--- src/rtl/pipeline_ctrl_pkg.sv ---
// ---------------------------------------------------------------------------
// pipeline_ctrl_pkg
//   Shared types for the pipeline stall/flush sequencer: sequencer states,
//   register-specifier width, and the bundle of per-stage control strobes
//   with constructors for the three recurring control patterns.
// ---------------------------------------------------------------------------
package pipeline_ctrl_pkg;

   localparam int REG_W = 5;

   typedef enum logic [1:0] {
      ST_RUN   = 2'd0,
      ST_IMISS = 2'd1,
      ST_DMISS = 2'd2,
      ST_ERR   = 2'd3
   } state_e;

   typedef struct packed {
      logic pc_write;
      logic pc_sel;
      logic if_id_write;
      logic if_id_flush;
      logic id_ex_write;
      logic id_ex_flush;
      logic ex_mem_write;
      logic ex_mem_flush;
      logic mem_wb_flush;
      logic i_abort;
   } ctrl_t;

   // Free-running pipeline: every stage advances, nothing flushed.
   function automatic ctrl_t ctrl_run();
      ctrl_t c;
      c              = '0;
      c.pc_write     = 1'b1;
      c.if_id_write  = 1'b1;
      c.id_ex_write  = 1'b1;
      c.ex_mem_write = 1'b1;
      return c;
   endfunction

   // Reset / error: nothing advances, every stage register holds a bubble.
   function automatic ctrl_t ctrl_halt();
      ctrl_t c;
      c              = '0;
      c.if_id_flush  = 1'b1;
      c.id_ex_flush  = 1'b1;
      c.ex_mem_flush = 1'b1;
      c.mem_wb_flush = 1'b1;
      return c;
   endfunction

   // D-miss freeze: PC..ex_mem hold; mem_wb gets a bubble unless the fill
   // lands this cycle, in which case the load result is captured.
   function automatic ctrl_t ctrl_freeze(input logic wb_flush);
      ctrl_t c;
      c              = '0;
      c.mem_wb_flush = wb_flush;
      return c;
   endfunction

endpackage

--- src/rtl/pipeline_ctrl_if.sv ---
// ---------------------------------------------------------------------------
// pipeline_ctrl_if
//   Bundle between the stall/flush sequencer and the datapath.
//   Hazard inputs : ifIdRs, ifIdRt, idExRt, idExMemRead, memPcSrc,
//                   dMiss, dReady, iMiss, iReady
//   Control outs  : pcWrite, pcSel, ifIdWrite/Flush, idExWrite/Flush,
//                   exMemWrite/Flush, memWbFlush, iAbort, err
//   Counters      : stallCnt, flushCnt (CNT_W bits)
//   master = sequencer side, slave = datapath side.
// ---------------------------------------------------------------------------
interface pipeline_ctrl_if import pipeline_ctrl_pkg::*; #(
   parameter int CNT_W = 32
);
   logic [REG_W-1:0] ifIdRs;
   logic [REG_W-1:0] ifIdRt;
   logic [REG_W-1:0] idExRt;
   logic             idExMemRead;
   logic             memPcSrc;
   logic             dMiss;
   logic             dReady;
   logic             iMiss;
   logic             iReady;

   logic             pcWrite;
   logic             pcSel;
   logic             ifIdWrite;
   logic             ifIdFlush;
   logic             idExWrite;
   logic             idExFlush;
   logic             exMemWrite;
   logic             exMemFlush;
   logic             memWbFlush;
   logic             iAbort;
   logic             err;
   logic [CNT_W-1:0] stallCnt;
   logic [CNT_W-1:0] flushCnt;

   modport master (
      input  ifIdRs, ifIdRt, idExRt, idExMemRead, memPcSrc,
             dMiss, dReady, iMiss, iReady,
      output pcWrite, pcSel, ifIdWrite, ifIdFlush, idExWrite, idExFlush,
             exMemWrite, exMemFlush, memWbFlush, iAbort, err,
             stallCnt, flushCnt
   );

   modport slave (
      output ifIdRs, ifIdRt, idExRt, idExMemRead, memPcSrc,
             dMiss, dReady, iMiss, iReady,
      input  pcWrite, pcSel, ifIdWrite, ifIdFlush, idExWrite, idExFlush,
             exMemWrite, exMemFlush, memWbFlush, iAbort, err,
             stallCnt, flushCnt
   );

endinterface

--- src/rtl/pipeline_ctrl_hazard_detect.sv ---
// ---------------------------------------------------------------------------
// pipeline_ctrl_hazard_detect
//   Combinational load-use detector: the load in EX writes a register that
//   the instruction in ID reads. r0 is never a real dependency.
//   Inputs : if_id_rs, if_id_rt, id_ex_rt, id_ex_mem_read
//   Output : load_use
// ---------------------------------------------------------------------------
module pipeline_ctrl_hazard_detect import pipeline_ctrl_pkg::*; (
   input  logic [REG_W-1:0] if_id_rs,
   input  logic [REG_W-1:0] if_id_rt,
   input  logic [REG_W-1:0] id_ex_rt,
   input  logic             id_ex_mem_read,
   output logic             load_use
);

   always_comb begin
      load_use = id_ex_mem_read && (id_ex_rt != '0) &&
                 ((id_ex_rt == if_id_rs) || (id_ex_rt == if_id_rt));
   end

endmodule

--- src/rtl/pipeline_ctrl.sv ---
// ---------------------------------------------------------------------------
// pipeline_ctrl
//   Stall/flush sequencer for the 5-stage pipeline. Mealy decode of
//   state + hazard inputs with fixed priority:
//     ERR > D-miss > MEM branch redirect > load-use > I-miss.
//   A miss state that lasts MISS_TIMEOUT cycles without its fill parks the
//   sequencer in ERR until reset. Saturating counters track stall cycles
//   (pcWrite=0) and taken redirects.
//   Ports: clock, reset_n (async, active low), bus (pipeline_ctrl_if.master)
// ---------------------------------------------------------------------------
module pipeline_ctrl import pipeline_ctrl_pkg::*; #(
   parameter int MISS_TIMEOUT = 255,
   parameter int CNT_W        = 32
) (
   input  logic            clock,
   input  logic            reset_n,
   pipeline_ctrl_if.master bus
);

   localparam int              TMR_W     = $clog2(MISS_TIMEOUT + 1);
   localparam logic [TMR_W-1:0] TMR_LIMIT = TMR_W'(MISS_TIMEOUT);

   state_e           state_q, state_d;
   logic [TMR_W-1:0] timer_q, timer_d, timer_inc;
   logic [CNT_W-1:0] stall_cnt_q, stall_cnt_d;
   logic [CNT_W-1:0] flush_cnt_q, flush_cnt_d;
   logic             load_use;
   logic             branch_taken;
   logic             miss_expired;
   ctrl_t            ctrl;
   ctrl_t            ctrl_out;

   pipeline_ctrl_hazard_detect u_hazard (
      .if_id_rs       (bus.ifIdRs),
      .if_id_rt       (bus.ifIdRt),
      .id_ex_rt       (bus.idExRt),
      .id_ex_mem_read (bus.idExMemRead),
      .load_use       (load_use)
   );

   // timer_q counts completed miss cycles; this cycle is the last one allowed
   // when counting it reaches the limit. timer_inc never exceeds the limit.
   assign timer_inc    = timer_q + TMR_W'(1);
   assign miss_expired = (timer_inc == TMR_LIMIT);

   always_comb begin
      ctrl         = ctrl_run();
      state_d      = state_q;
      timer_d      = timer_q;
      branch_taken = 1'b0;

      case (state_q)
         ST_RUN, ST_IMISS: begin
            if (bus.dMiss) begin
               // Overrides a pending I-fill; the I-cache keeps the line and
               // the fetch misses again on return if it was not filled.
               ctrl    = ctrl_freeze(1'b1);
               state_d = ST_DMISS;
               timer_d = '0;
            end else if (bus.memPcSrc) begin
               ctrl.pc_sel       = 1'b1;
               ctrl.if_id_flush  = 1'b1;
               ctrl.id_ex_flush  = 1'b1;
               ctrl.ex_mem_flush = 1'b1;
               ctrl.i_abort      = (state_q == ST_IMISS);
               branch_taken      = 1'b1;
               state_d           = ST_RUN;
            end else begin
               // Miss tracking continues underneath a load-use bubble; only
               // the strobes are overridden by the higher-priority hazard.
               if (state_q == ST_IMISS) begin
                  ctrl.pc_write    = bus.iReady;
                  ctrl.if_id_flush = !bus.iReady;
                  if (bus.iReady) begin
                     state_d = ST_RUN;
                  end else begin
                     timer_d = timer_inc;
                     if (miss_expired) state_d = ST_ERR;
                  end
               end else if (bus.iMiss) begin
                  ctrl.pc_write    = 1'b0;
                  ctrl.if_id_flush = 1'b1;
                  state_d          = ST_IMISS;
                  timer_d          = '0;
               end
               if (load_use) begin
                  // Hold PC and if_id so the dependent instruction re-issues.
                  ctrl.pc_write    = 1'b0;
                  ctrl.if_id_write = 1'b0;
                  ctrl.if_id_flush = 1'b0;
                  ctrl.id_ex_flush = 1'b1;
               end
            end
         end
         ST_DMISS: begin
            // Branch in ex_mem is frozen with everything else and acts on exit.
            ctrl = ctrl_freeze(!bus.dReady);
            if (bus.dReady) begin
               state_d = ST_RUN;
            end else begin
               timer_d = timer_inc;
               if (miss_expired) state_d = ST_ERR;
            end
         end
         ST_ERR: begin
            ctrl = ctrl_halt();
         end
      endcase

      stall_cnt_d = stall_cnt_q;
      if (!ctrl.pc_write && (stall_cnt_q != '1)) stall_cnt_d = stall_cnt_q + CNT_W'(1);
      flush_cnt_d = flush_cnt_q;
      if (branch_taken && (flush_cnt_q != '1)) flush_cnt_d = flush_cnt_q + CNT_W'(1);
   end

   // Reset drives the halt pattern straight through, not waiting for an edge.
   assign ctrl_out = reset_n ? ctrl : ctrl_halt();

   always_ff @(posedge clock or negedge reset_n) begin
      if (!reset_n) begin
         state_q     <= ST_RUN;
         timer_q     <= '0;
         stall_cnt_q <= '0;
         flush_cnt_q <= '0;
      end else begin
         state_q     <= state_d;
         timer_q     <= timer_d;
         stall_cnt_q <= stall_cnt_d;
         flush_cnt_q <= flush_cnt_d;
      end
   end

   assign bus.pcWrite    = ctrl_out.pc_write;
   assign bus.pcSel      = ctrl_out.pc_sel;
   assign bus.ifIdWrite  = ctrl_out.if_id_write;
   assign bus.ifIdFlush  = ctrl_out.if_id_flush;
   assign bus.idExWrite  = ctrl_out.id_ex_write;
   assign bus.idExFlush  = ctrl_out.id_ex_flush;
   assign bus.exMemWrite = ctrl_out.ex_mem_write;
   assign bus.exMemFlush = ctrl_out.ex_mem_flush;
   assign bus.memWbFlush = ctrl_out.mem_wb_flush;
   assign bus.iAbort     = ctrl_out.i_abort;
   assign bus.err        = (state_q == ST_ERR);
   assign bus.stallCnt   = stall_cnt_q;
   assign bus.flushCnt   = flush_cnt_q;

endmodule

--- src/flat_wrapper.sv ---
// flat-port wrapper written by rule: the top's interface ports become plain ports
module pipeline_ctrl_flat import pipeline_ctrl_pkg::*;
#(
   parameter int MISS_TIMEOUT = 255,
   parameter int CNT_W        = 32
)
  (clock, reset_n, bus_ifIdRs, bus_ifIdRt, bus_idExRt, bus_idExMemRead, bus_memPcSrc, bus_dMiss, bus_dReady, bus_iMiss, bus_iReady, bus_pcWrite, bus_pcSel, bus_ifIdWrite, bus_ifIdFlush, bus_idExWrite, bus_idExFlush, bus_exMemWrite, bus_exMemFlush, bus_memWbFlush, bus_iAbort, bus_err, bus_stallCnt, bus_flushCnt);
  pipeline_ctrl_if #(.CNT_W(CNT_W)) bus_i ();
  input  logic clock;
  input  logic reset_n;
  input wire logic [$bits(bus_i.ifIdRs)-1:0] bus_ifIdRs;
  input wire logic [$bits(bus_i.ifIdRt)-1:0] bus_ifIdRt;
  input wire logic [$bits(bus_i.idExRt)-1:0] bus_idExRt;
  input wire logic [$bits(bus_i.idExMemRead)-1:0] bus_idExMemRead;
  input wire logic [$bits(bus_i.memPcSrc)-1:0] bus_memPcSrc;
  input wire logic [$bits(bus_i.dMiss)-1:0] bus_dMiss;
  input wire logic [$bits(bus_i.dReady)-1:0] bus_dReady;
  input wire logic [$bits(bus_i.iMiss)-1:0] bus_iMiss;
  input wire logic [$bits(bus_i.iReady)-1:0] bus_iReady;
  output wire logic [$bits(bus_i.pcWrite)-1:0] bus_pcWrite;
  output wire logic [$bits(bus_i.pcSel)-1:0] bus_pcSel;
  output wire logic [$bits(bus_i.ifIdWrite)-1:0] bus_ifIdWrite;
  output wire logic [$bits(bus_i.ifIdFlush)-1:0] bus_ifIdFlush;
  output wire logic [$bits(bus_i.idExWrite)-1:0] bus_idExWrite;
  output wire logic [$bits(bus_i.idExFlush)-1:0] bus_idExFlush;
  output wire logic [$bits(bus_i.exMemWrite)-1:0] bus_exMemWrite;
  output wire logic [$bits(bus_i.exMemFlush)-1:0] bus_exMemFlush;
  output wire logic [$bits(bus_i.memWbFlush)-1:0] bus_memWbFlush;
  output wire logic [$bits(bus_i.iAbort)-1:0] bus_iAbort;
  output wire logic [$bits(bus_i.err)-1:0] bus_err;
  output wire logic [$bits(bus_i.stallCnt)-1:0] bus_stallCnt;
  output wire logic [$bits(bus_i.flushCnt)-1:0] bus_flushCnt;
  assign bus_i.ifIdRs = bus_ifIdRs;
  assign bus_i.ifIdRt = bus_ifIdRt;
  assign bus_i.idExRt = bus_idExRt;
  assign bus_i.idExMemRead = bus_idExMemRead;
  assign bus_i.memPcSrc = bus_memPcSrc;
  assign bus_i.dMiss = bus_dMiss;
  assign bus_i.dReady = bus_dReady;
  assign bus_i.iMiss = bus_iMiss;
  assign bus_i.iReady = bus_iReady;
  assign bus_pcWrite = bus_i.pcWrite;
  assign bus_pcSel = bus_i.pcSel;
  assign bus_ifIdWrite = bus_i.ifIdWrite;
  assign bus_ifIdFlush = bus_i.ifIdFlush;
  assign bus_idExWrite = bus_i.idExWrite;
  assign bus_idExFlush = bus_i.idExFlush;
  assign bus_exMemWrite = bus_i.exMemWrite;
  assign bus_exMemFlush = bus_i.exMemFlush;
  assign bus_memWbFlush = bus_i.memWbFlush;
  assign bus_iAbort = bus_i.iAbort;
  assign bus_err = bus_i.err;
  assign bus_stallCnt = bus_i.stallCnt;
  assign bus_flushCnt = bus_i.flushCnt;
  pipeline_ctrl #(.MISS_TIMEOUT(MISS_TIMEOUT), .CNT_W(CNT_W)) u_core (.clock(clock), .reset_n(reset_n), .bus(bus_i));
endmodule
--- config.mk ---
export PLATFORM = sky130hd
export DESIGN_NAME = pipeline_ctrl_flat
export DESIGN_NICKNAME = d
export VERILOG_FILES = /design/src/rtl/pipeline_ctrl_pkg.sv /design/src/rtl/pipeline_ctrl_if.sv /design/src/rtl/pipeline_ctrl_hazard_detect.sv /design/src/rtl/pipeline_ctrl.sv /design/src/flat_wrapper.sv
export SDC_FILE = /design/constraint.sdc
export NUM_CORES = 1
export LEC_CHECK = 0
export ABC_AREA = 1
export BUFFER_PORTS_ARGS = -buffer_cell sky130_fd_sc_hd__buf_2
export CAP_MARGIN = 20
export CORE_ASPECT_RATIO = 0.5
export CORE_MARGIN = 5
export CORE_UTILIZATION = 45
export CTS_BUF_LIST = sky130_fd_sc_hd__clkbuf_16
export DETAILED_ROUTE_END_ITERATION = 7
export PLACE_DENSITY = 0.67
export SYNTH_ARGS = -nofsm -noshare
export SYNTH_HDL_FRONTEND = slang
export SYNTH_SLANG_ARGS = --single-unit
--- constraint.sdc ---
create_clock -name clock -period 3.8 [get_ports clock]
set_input_delay 0.76 -clock clock [delete_from_list [all_inputs] [get_ports clock]]
set_output_delay 0.76 -clock clock [all_outputs]
set_load 0.03 [all_outputs]
# After elaboration in Yosys (flattened, before gate mapping)
# Cells that the tools add are included.
[op_classes]
addsub = 3
n_mux = 37
reduce_logical = 14
eq_ne = 13
[op_table]
columns = ["cell", "n"]
rows = [
  ["$add 32x1->32 const B", 2],
  ["$ne 32x32->1 const B", 2],
  ["$mux 8", 6],
  ["$pmux 10 s3", 1],
  ["$mux 1", 18],
  ["$mux 2", 8],
  ["$pmux 8 s2", 1],
  ["$eq 5x5->1", 2],
  ["$mux 10", 1],
  ["$add 8x1->8 const B", 1],
  ["$eq 8x8->1 const B", 1],
  ["$ne 5x4->1 const B", 1],
  ["$reduce_and 5->1", 1],
  ["$reduce_bool 5->1", 1],
  ["$eq 2x2->1 const B", 2],
  ["$logic_and 1x1->1", 4],
  ["$mux 4", 1],
  ["$ne 4x3->1 const B", 1],
  ["$ne 4x4->1 const B", 1],
  ["$pmux 2 s2", 1],
  ["$logic_not 1->1", 3],
  ["$ne 3x3->1 const B", 1],
  ["$eq 2x1->1 const B", 1],
  ["$logic_not 2->1", 1],
  ["other kinds (5)", 5],
]
[word_totals]
output_inout_bits = 75
reg_bits = 74
elab_cells = 71

# Depth between registers and ports, before layout
# Gate-level depths: netlist of the first run.
[depth]
ltp_word = 9
ltp_mapped = 12

# Cells and area by module
# From an unflattened synthesis of the first run, not the netlist that was laid out.
[hier_totals]
hier_cells = 772
hier_area_um2 = 5144.9
[modules_own_cells]
columns = ["mod", "area_each_um2", "instances", "cells_per_inst", "seq_area_each_um2"]
rows = [
  ["pipeline_ctrl", 4949.7, 1, 727, 1851.8],
  ["pipeline_ctrl_hazard_detect", 195.2, 1, 45, 0.0],
]

# Worst setup path before layout of the first run
# OpenSTA, ideal clock, no wires.
[synth_timing]
kind = "input port to output port"
from = "in bus_dMiss"
to = "out bus_iAbort"
arrival_time_ns = 2.094
path_buffers = 2
setup_slack_ns = 0.946
t_required_ns = 3.040
path_stages = 5
path_cell_list = "nor2_1 nand2_1 buf_2 buf_1 nor3_1"
[synth_via]
elab_chain_len = 3
[synth_rtl]
columns = ["element", "line", "rtl"]
rows = [
  ["start: declaration", "flat_wrapper.sv:16", "input wire logic [$bits(bus_i.dMiss)-1:0] bus_dMiss;"],
  ["$mux 1", "pipeline_ctrl.sv:54", "if (bus.dMiss) begin"],
  ["$pmux 10 s3", "pipeline_ctrl.sv:52", "case (state_q)"],
  ["$mux 10", "pipeline_ctrl.sv:117", "assign ctrl_out = reset_n ? ctrl : ctrl_halt();"],
  ["end: declaration", "flat_wrapper.sv:29", "output wire logic [$bits(bus_i.iAbort)-1:0] bus_iAbort;"],
]
# No other way between the ends.

# Final worst setup path of the first run
[layout_timing]
from = "in bus_dMiss"
to = "out bus_idExFlush"
[layout_via]
elab_chain_len = 3
[layout_rtl]
columns = ["element", "line", "rtl"]
rows = [
  ["$mux 1", "pipeline_ctrl.sv:54", ""],
  ["$pmux 10 s3", "pipeline_ctrl.sv:52", ""],
  ["$mux 10", "pipeline_ctrl.sv:117", ""],
  ["end: declaration", "flat_wrapper.sv:25", "output wire logic [$bits(bus_i.idExFlush)-1:0] bus_idExFlush;"],
]
# No other way between the ends.

==> results by group, run 1 <==
Finish
  – Total non-filler cell area in the finished layout: just under 6000 um2
  – Area growth from synthesis to layout: 19.0%
  – Area of the multi-input gates: 2780 um2
  – Count of placed standard cells in the final layout, fillers left out: 983
  – Share of post-route cells with drive strength above 1: between 15 and 20%
  – Final nets: 860
  – # fillers: around 1.1k
  – Footprint of the flip-flops and latches: approximately 1900 um2
  – Most common cell after layout, fill and taps aside: nand2_1
  – Antenna diode instance count: 0
  – Most frequent cells in the layout: nand2_1, nor2_1, buf_2

Yosys
  – Top cells by area, synth: dfrtp_1, nand2_1, nor2_1, xor2_1, nand4_1
  – Avg Inst Size Synth: around 6.7 um2
  – Sequential fraction of the synthesis area: 37.4%
  – Syn Std Cell Area: approximately 4900 um2
  – Yosys warns: 0
  – Fraction of registers with async set or reset after synthesis: 100%
  – Cell type with the highest aggregate area in the netlist: dfrtp_1
  – Fraction of synthesized cell area taken by the top area cell type: about 37%
  – Syn Nets: about 760
  – Post-synth EDFFs: 0
  – Count of different cell masters after synthesis: 31
  – Synthesized netlist cell count: about 740
  – Post-synthesis sequential element count: between 70 and 80
  – Top FF cell, synth: dfrtp_1

Drt
  – Total Routed Length: between 10000 and 15000 um
  – Number of vias per cell: about 5
  – Number of antenna-violating nets in the routed design: 0
  – Iteration-0 DRC Markers: around 260
  – Routed length per instance: between 10 and 15 um
  – Vias after detailed routing: ~4.9k
  – Drc violations: 0
  – DRT Pass-1 Iters: 5

Place
  – Gpl congestion: about 0.90
  – Placed Instance Area: 5560 um2
  – Number of port buffers: 97
  – Total half-perimeter wirelength after legalization and detailed placement: just under 10000 um
  – Placement-stage worst setup slack: roughly 1 ns
  – Total instance count after detailed placement: about 970

Floorplanning
  – Row cnt: 27
  – Core box area: between 10000 and 15000 um2
  – Initial core utilization: between 40% and 50%
  – Die extent in y: 84.2 um
  – Number of placed I/O pins: 98
  – Die X: 158 um
  – Die Footprint: 13300 um2

GRT
  – Combined global-route utilization of all metal layers: between 20% and 30%
  – Via count of the first global-routing pass: around 4.6k
  – Pin count of the biggest net entering global routing: 75
  – Wire length of the first global-routing pass: roughly 22000 um
  – Remaining global-route overflow: 0
  – Number of antenna violations at the first check in global routing: 0

Power
  – Leak: approximately 3 nW
  – Ratio of total power to cell area: around 310 nW/um2
  – Relative contribution of combinational cells to total power: between 3 and 4%
  – Switching power of the nets: around 0.00037 W
  – Internal power summed over all cells: around 0.0014 W
  – Clock network power share: roughly 53%
  – Switching portion of total power: between 20% and 30%
  – Peak supply drop: ~0.18 mV
  – Share of total power in sequential cells: 43.6%

STA
  – Post-Route Skew: 0.00765 ns
  – Crit path time final: about 2.6 ns
  – Setup tns final: 0 ns
  – Max_slew headroom: a little under a third
  – Worst path setup slack after routing: about 1.2 ns
  – RSZ-0062 raised after global routing: no
  – Highest clock frequency the design can meet: around 380 MHz
  – Number of max-slew violations in the final report: 0
  – Number of setup violations in the final report: 0
  – Slew at the pin with the worst max-slew slack: between 1 and 1.5 ns
  – Final hold vios: 0
  – Fraction of the cycle the final worst path needs: between 60% and 70%
  – Worst hold slack across all endpoints: 0.514 ns

Worst setup path
  – Worst path buffer plus inverter count: 2
  – Critical register-to-register path startpoint: u_core.bus.stallCnt[0]$_DFFE_PN0P_
  – Critical path class: in2out
  – Timing startpoint of the critical path: bus_dMiss
  – CP required: between 3 and 4 ns
  – CP max-delay cell: nand2_1
  – Critical path capture point type: output port
  – Arr. time, crit path: around 1.9 ns
  – Startpoint Class: input pin
  – Kind of cell with the highest combined delay on the critical path: simple AND/OR/NAND/NOR gates
  – Critical path cell sequence: buf_2 > nor2_1 > nand2_1 > nand2_1 > nor2_1 > o21ai_0 > buf_2
  – Delay of the slowest cell on the worst path: about 0.26 ns
  – Critical path fanouts, max: 7

CTS
  – Post-CTS setup repair buffer count: 0
  – TritonCTS Sinks: 74
  – Register clock-pin slew on the reported worst setup and hold paths: roughly 0.06 ns
  – CTS H-tree lvls: 3
  – Number of buffers added by the clock tree synthesis step: 9
  – Clock tree from TritonCTS: built
  – Buffer type at the clock tree root: clkbuf_16
  – Clock insertion delay at the later pin of the skew report: around 0.34 ns
  – Maximum buffer depth of the clock tree: 2
  – Number of hold-repair buffers added at the cts stage: 0
  – Number of instances resized during post-cts repair: 0

Job
  – Max-cap violations: 0

Hold path
  – Min-Delay Path Class: reg2reg
  – Startpoint of the lowest-slack hold path: u_core.bus.flushCnt[5]$_DFFE_PN0P_

Outcome
  – Outcome: finished clean
-- cell usage after synthesis, types with 3 or more instances --
library cell and count:
xnor2_1 16, nand2_1 303, inv_1 58, xor2_1 31, buf_6 3, nand3b_1 17
nor2_2 3, nand3_1 20, buf_1 5, ha_1 4, nor3_1 17, o21ai_0 20
dfrtp_1 74, buf_2 6, nand4_1 39, nor2_1 101
-- per-layer routing --
layer  track usage (%)  vias up  wire [um]
met2              33.8      117       6090
met5                 0        -          0
li1                  -     2535          -
met4              4.41        0        182
met3              4.58       21        646
met1              27.6     2237       6170
-- cell type report --
cell class	count	area share, %
multi-input combinational	587	47.1
clock inverter	7	1.83
sequential	74	31.4
clock buffer	9	3.82
tap	145	3.08
inverter	59	3.76
timing repair buffer	102	8.92
-- cell families (layout without fill, tap and decap cells) --
kind of cell,Yosys count,after routing,synth area share [%]
adders and majority gates,4,4,1.01
DFF,74,74,37.4
AOI/OAI and AO/OA,26,26,2.81
xor gates and xnor gates,47,47,8.32
buffers and inverters,76,177,6.52
and+or+nand+nor,510,510,43.9
-- state kept, by name, summed over array words and instances (netlist names) --
signal	flops
u_core.state_q	2
u_core.bus.flushCnt	32
u_core.bus.stallCnt	32
u_core.timer_q	8
-- power groups by stage --
stage           logic, W  clock network [W]  registers [W]
2_1_floorplan  0.0000201                  0       0.000809
3_3_place_gp   0.0000610                  0       0.000807
3_5_place_dp   0.0000625                  0       0.000807
4_1_cts        0.0000627           0.000979       0.000792
5_1_grt        0.0000708            0.00102       0.000792
6_report       0.0000608           0.000965       0.000792
-- per-stage QoR --
step | total power, W | utilization, %
final | 0.00182 | 54.1
after floorplan | 0.000829 | -
after CTS | 0.00183 | 54.1
after detailed placement | 0.000869 | 51.1
after global placement | 0.000868 | 51.1
after global routing | 0.00188 | 54.1
-- path summary, 6_finish.rpt --
kind | endpoint | slack [ns] | cells after the start
max in group asynchronous | u_core.bus.flushCnt[27]$_DFFE_PN0P_ | 2.49 | 2
hold reg to reg | u_core.bus.flushCnt[5]$_DFFE_PN0P_ | 0.51 | 1
min in group asynchronous | u_core.state_q[1]$_DFFE_PN0P_ | 0.72 | 2
setup / recovery | bus_idExFlush | 1.16 | 7
setup reg to reg | u_core.bus.stallCnt[29]$_DFFE_PN0P_ | 1.24 | 9
hold / removal | u_core.bus.flushCnt[5]$_DFFE_PN0P_ | 0.51 | 1
(Power assumes the default switching activity.)
==> run 2: changes to the inputs <==
ABC_AREA = 0   (was 1)
PLACE_DENSITY = 0.69   (was 0.67)
clock period = 2.7 ns   (was 3.8 ns; I/O delays follow)
==> results by group, run 2 <==
Worst setup path
  – Critical path class: in2out
  – Startpoint Class: input pin
  – Critical path capture point type: output port
  – CP required: 2.16 ns
  – Worst-case reg-to-reg path depth: 6
  – Critical path fanouts, max: 3
  – Arr. time, crit path: roughly 2.0 ns

STA
  – Max_slew headroom: 59.6%
  – Post-Route Skew: about 0.0042 ns
  – Crit path time final: around 2.5 ns
  – Setup tns final: 0 ns
  – Fraction of the cycle the final worst path needs: between 90% and 100%
  – Highest clock frequency the design can meet: ~400 MHz
  – Final hold vios: 0
  – RSZ-0062 raised after global routing: no
  – Slew at the pin with the worst max-slew slack: ~0.60 ns
  – Number of max-slew violations in the final report: 0
  – Number of setup violations in the final report: 0

Outcome
  – Outcome: finished clean

Finish
  – Area of the multi-input gates: about 2100 um2
  – Share of the core filled with cells in the final layout: a little under three fifths
  – Final nets: about 540
  – Share of post-route cells with drive strength above 1: between 20% and 30%
  – # fillers: about 790
  – Footprint of the flip-flops and latches: 1850 um2
  – Most frequent cells in the layout: buf_2, dfrtp_1, xor2_1
  – Area growth from synthesis to layout: 22.7%
  – Most common cell after layout, fill and taps aside: buf_2
  – Antenna diode instance count: 0

Power
  – Ratio of total power to cell area: approximately 770 nW/um2
  – Peak supply drop: between 0.4 and 0.5 mV
  – Leak: between 2 and 2.5 nW

Drt
  – Number of vias per cell: approximately 5.2
  – Number of antenna-violating nets in the routed design: 0
  – DRT Pass-1 Iters: 4
  – Drc violations: 0
  – Routed length per instance: around 15 um
  – Vias after detailed routing: around 3.3k
  – Total Routed Length: 9170 um
  – Iteration-0 DRC Markers: ~140

Place
  – Gpl congestion: 0.852
  – Number of port buffers: between 90 and 100
  – Total half-perimeter wirelength after legalization and detailed placement: about 6800 um

GRT
  – Wire length of the first global-routing pass: 15400 um
  – Remaining global-route overflow: 0
  – Number of antenna violations at the first check in global routing: 0
  – Combined global-route utilization of all metal layers: between 10% and 20%
  – Via count of the first global-routing pass: 3214
  – Pin count of the biggest net entering global routing: 39

CTS
  – Buffer type at the clock tree root: clkbuf_16
  – Clock tree from TritonCTS: built
  – CTS H-tree lvls: 3
  – Post-CTS setup repair buffer count: 0
  – Number of buffers added by the clock tree synthesis step: 9
  – Clock insertion delay at the later pin of the skew report: 0.33 ns
  – Maximum buffer depth of the clock tree: 2
  – Number of instances resized during post-cts repair: 0
  – TritonCTS Sinks: 74
  – Register clock-pin slew on the reported worst setup and hold paths: roughly 0.060 ns
  – Number of hold-repair buffers added at the cts stage: 0

Yosys
  – Fraction of synthesized cell area taken by the top area cell type: approximately 46%
  – Syn Nets: 433
  – Fraction of registers with async set or reset after synthesis: 100%
  – Top cells by area, synth: dfrtp_1, xor2_1, xnor2_1, nand2_1, nand3_1
  – Post-synth EDFFs: 0
  – Cell type with the highest aggregate area in the netlist: dfrtp_1
  – Most used standard cells in the synthesized netlist: dfrtp_1, xor2_1, nand2_1, xnor2_1, nand3_1
  – Post-synthesis sequential element count: 74
  – Syn Std Cell Area: approximately 4000 um2
  – Yosys warns: 0
  – Avg Inst Size Synth: 9.94 um2
  – Top FF cell, synth: dfrtp_1
  – Library cell with the highest instance count after synthesis: dfrtp_1
  – Count of different cell masters after synthesis: 51
  – Synthesized netlist cell count: 406
  – Sequential fraction of the synthesis area: a little under half

Hold path
  – Min-Delay Path Class: in2async

Floorplanning
  – Number of placed I/O pins: 98
  – Initial core utilization: a little under half
  – Die Footprint: 11100 um2
  – Die extent in y: 77.0 um
  – Die X: between 100 and 150 um
  – Row cnt: 24
  – Core box area: between 8000 and 9000 um2

Job
  – Max-cap violations: 0
## run 2: kinds of logic after synthesis
| family | share of synthesized area [%] |
|---|---|
| mux | 0.930 |
| buf+inv | 2.54 |
| simple gates | 27.0 |
| compound gates | 5.89 |
| xor+xnor | 16.5 |
| fa+ha+maj | 1.24 |
| flops | 45.9 |
## run 2: stage by stage
stage	setup slack [ns]	hold WS, ns	cells	cell area, um2	total power, W
6_report	0.171	0.293	630	4950	0.00380
5_1_grt	0.106	0.357	630	4950	0.00401
4_1_cts	0.166	0.318	630	4950	0.00384
3_5_place_dp	0.164	0.480	614	4640	0.00258
3_3_place_gp	0.174	0.471	614	4640	0.00257
2_1_floorplan	0.141	0.244	406	4040	0.00225
## run 2: cell type report
class,count,area share [%]
Inverter,8,0.606
Multi-Input combinational cell,312,42.0
Sequential cell,74,37.4
Clock buffer,9,4.55
Clock inverter,7,1.72
Timing Repair Buffer,103,10.8
Tap cell,117,2.96
## run 2: final timing paths
path	startpoint	to	slack [ns]
max in group asynchronous	reset_n	u_core.timer_q[0]$_DFFE_PN0P_	2.06
worst min-delay path	reset_n	u_core.bus.stallCnt[3]$_DFFE_PN0P_	0.29
worst max register to register	u_core.bus.flushCnt[25]$_DFFE_PN0P_	u_core.bus.flushCnt[28]$_DFFE_PN0P_	0.59
worst max-delay path	bus_idExRt[0]	bus_pcWrite	0.17
worst min register to register	u_core.bus.stallCnt[27]$_DFFE_PN0P_	u_core.bus.stallCnt[27]$_DFFE_PN0P_	0.48
min in group clock	u_core.bus.stallCnt[27]$_DFFE_PN0P_	u_core.bus.stallCnt[27]$_DFFE_PN0P_	0.48
## run 2: worst max-delay path, cell delays in order
cell and delay [ns]:
buf_2 0.12, or4_1 0.52, o21ai_1 0.17, nor2_1 0.10
a21oi_4 0.15, and2_1 0.17, buf_2 0.21
## run 2: layer usage
metal	share of wire (%)	wire (um)	vias to the layer above	GRT usage, %
met5	0	0	-	0
met4	0.71	65	0	3.76
met3	4.5	415	7	5.53
met2	49	4530	58	28.2
met1	45	4160	1600	21.8
li1	-	-	1640	-
## run 2: where the power goes
group	total, W	switching, W	internal [W]
Combinational	0.00106	0.000703	0.000358
Sequential	0.00150	0.000224	0.00127
Clock	0.00125	0.000447	0.000798
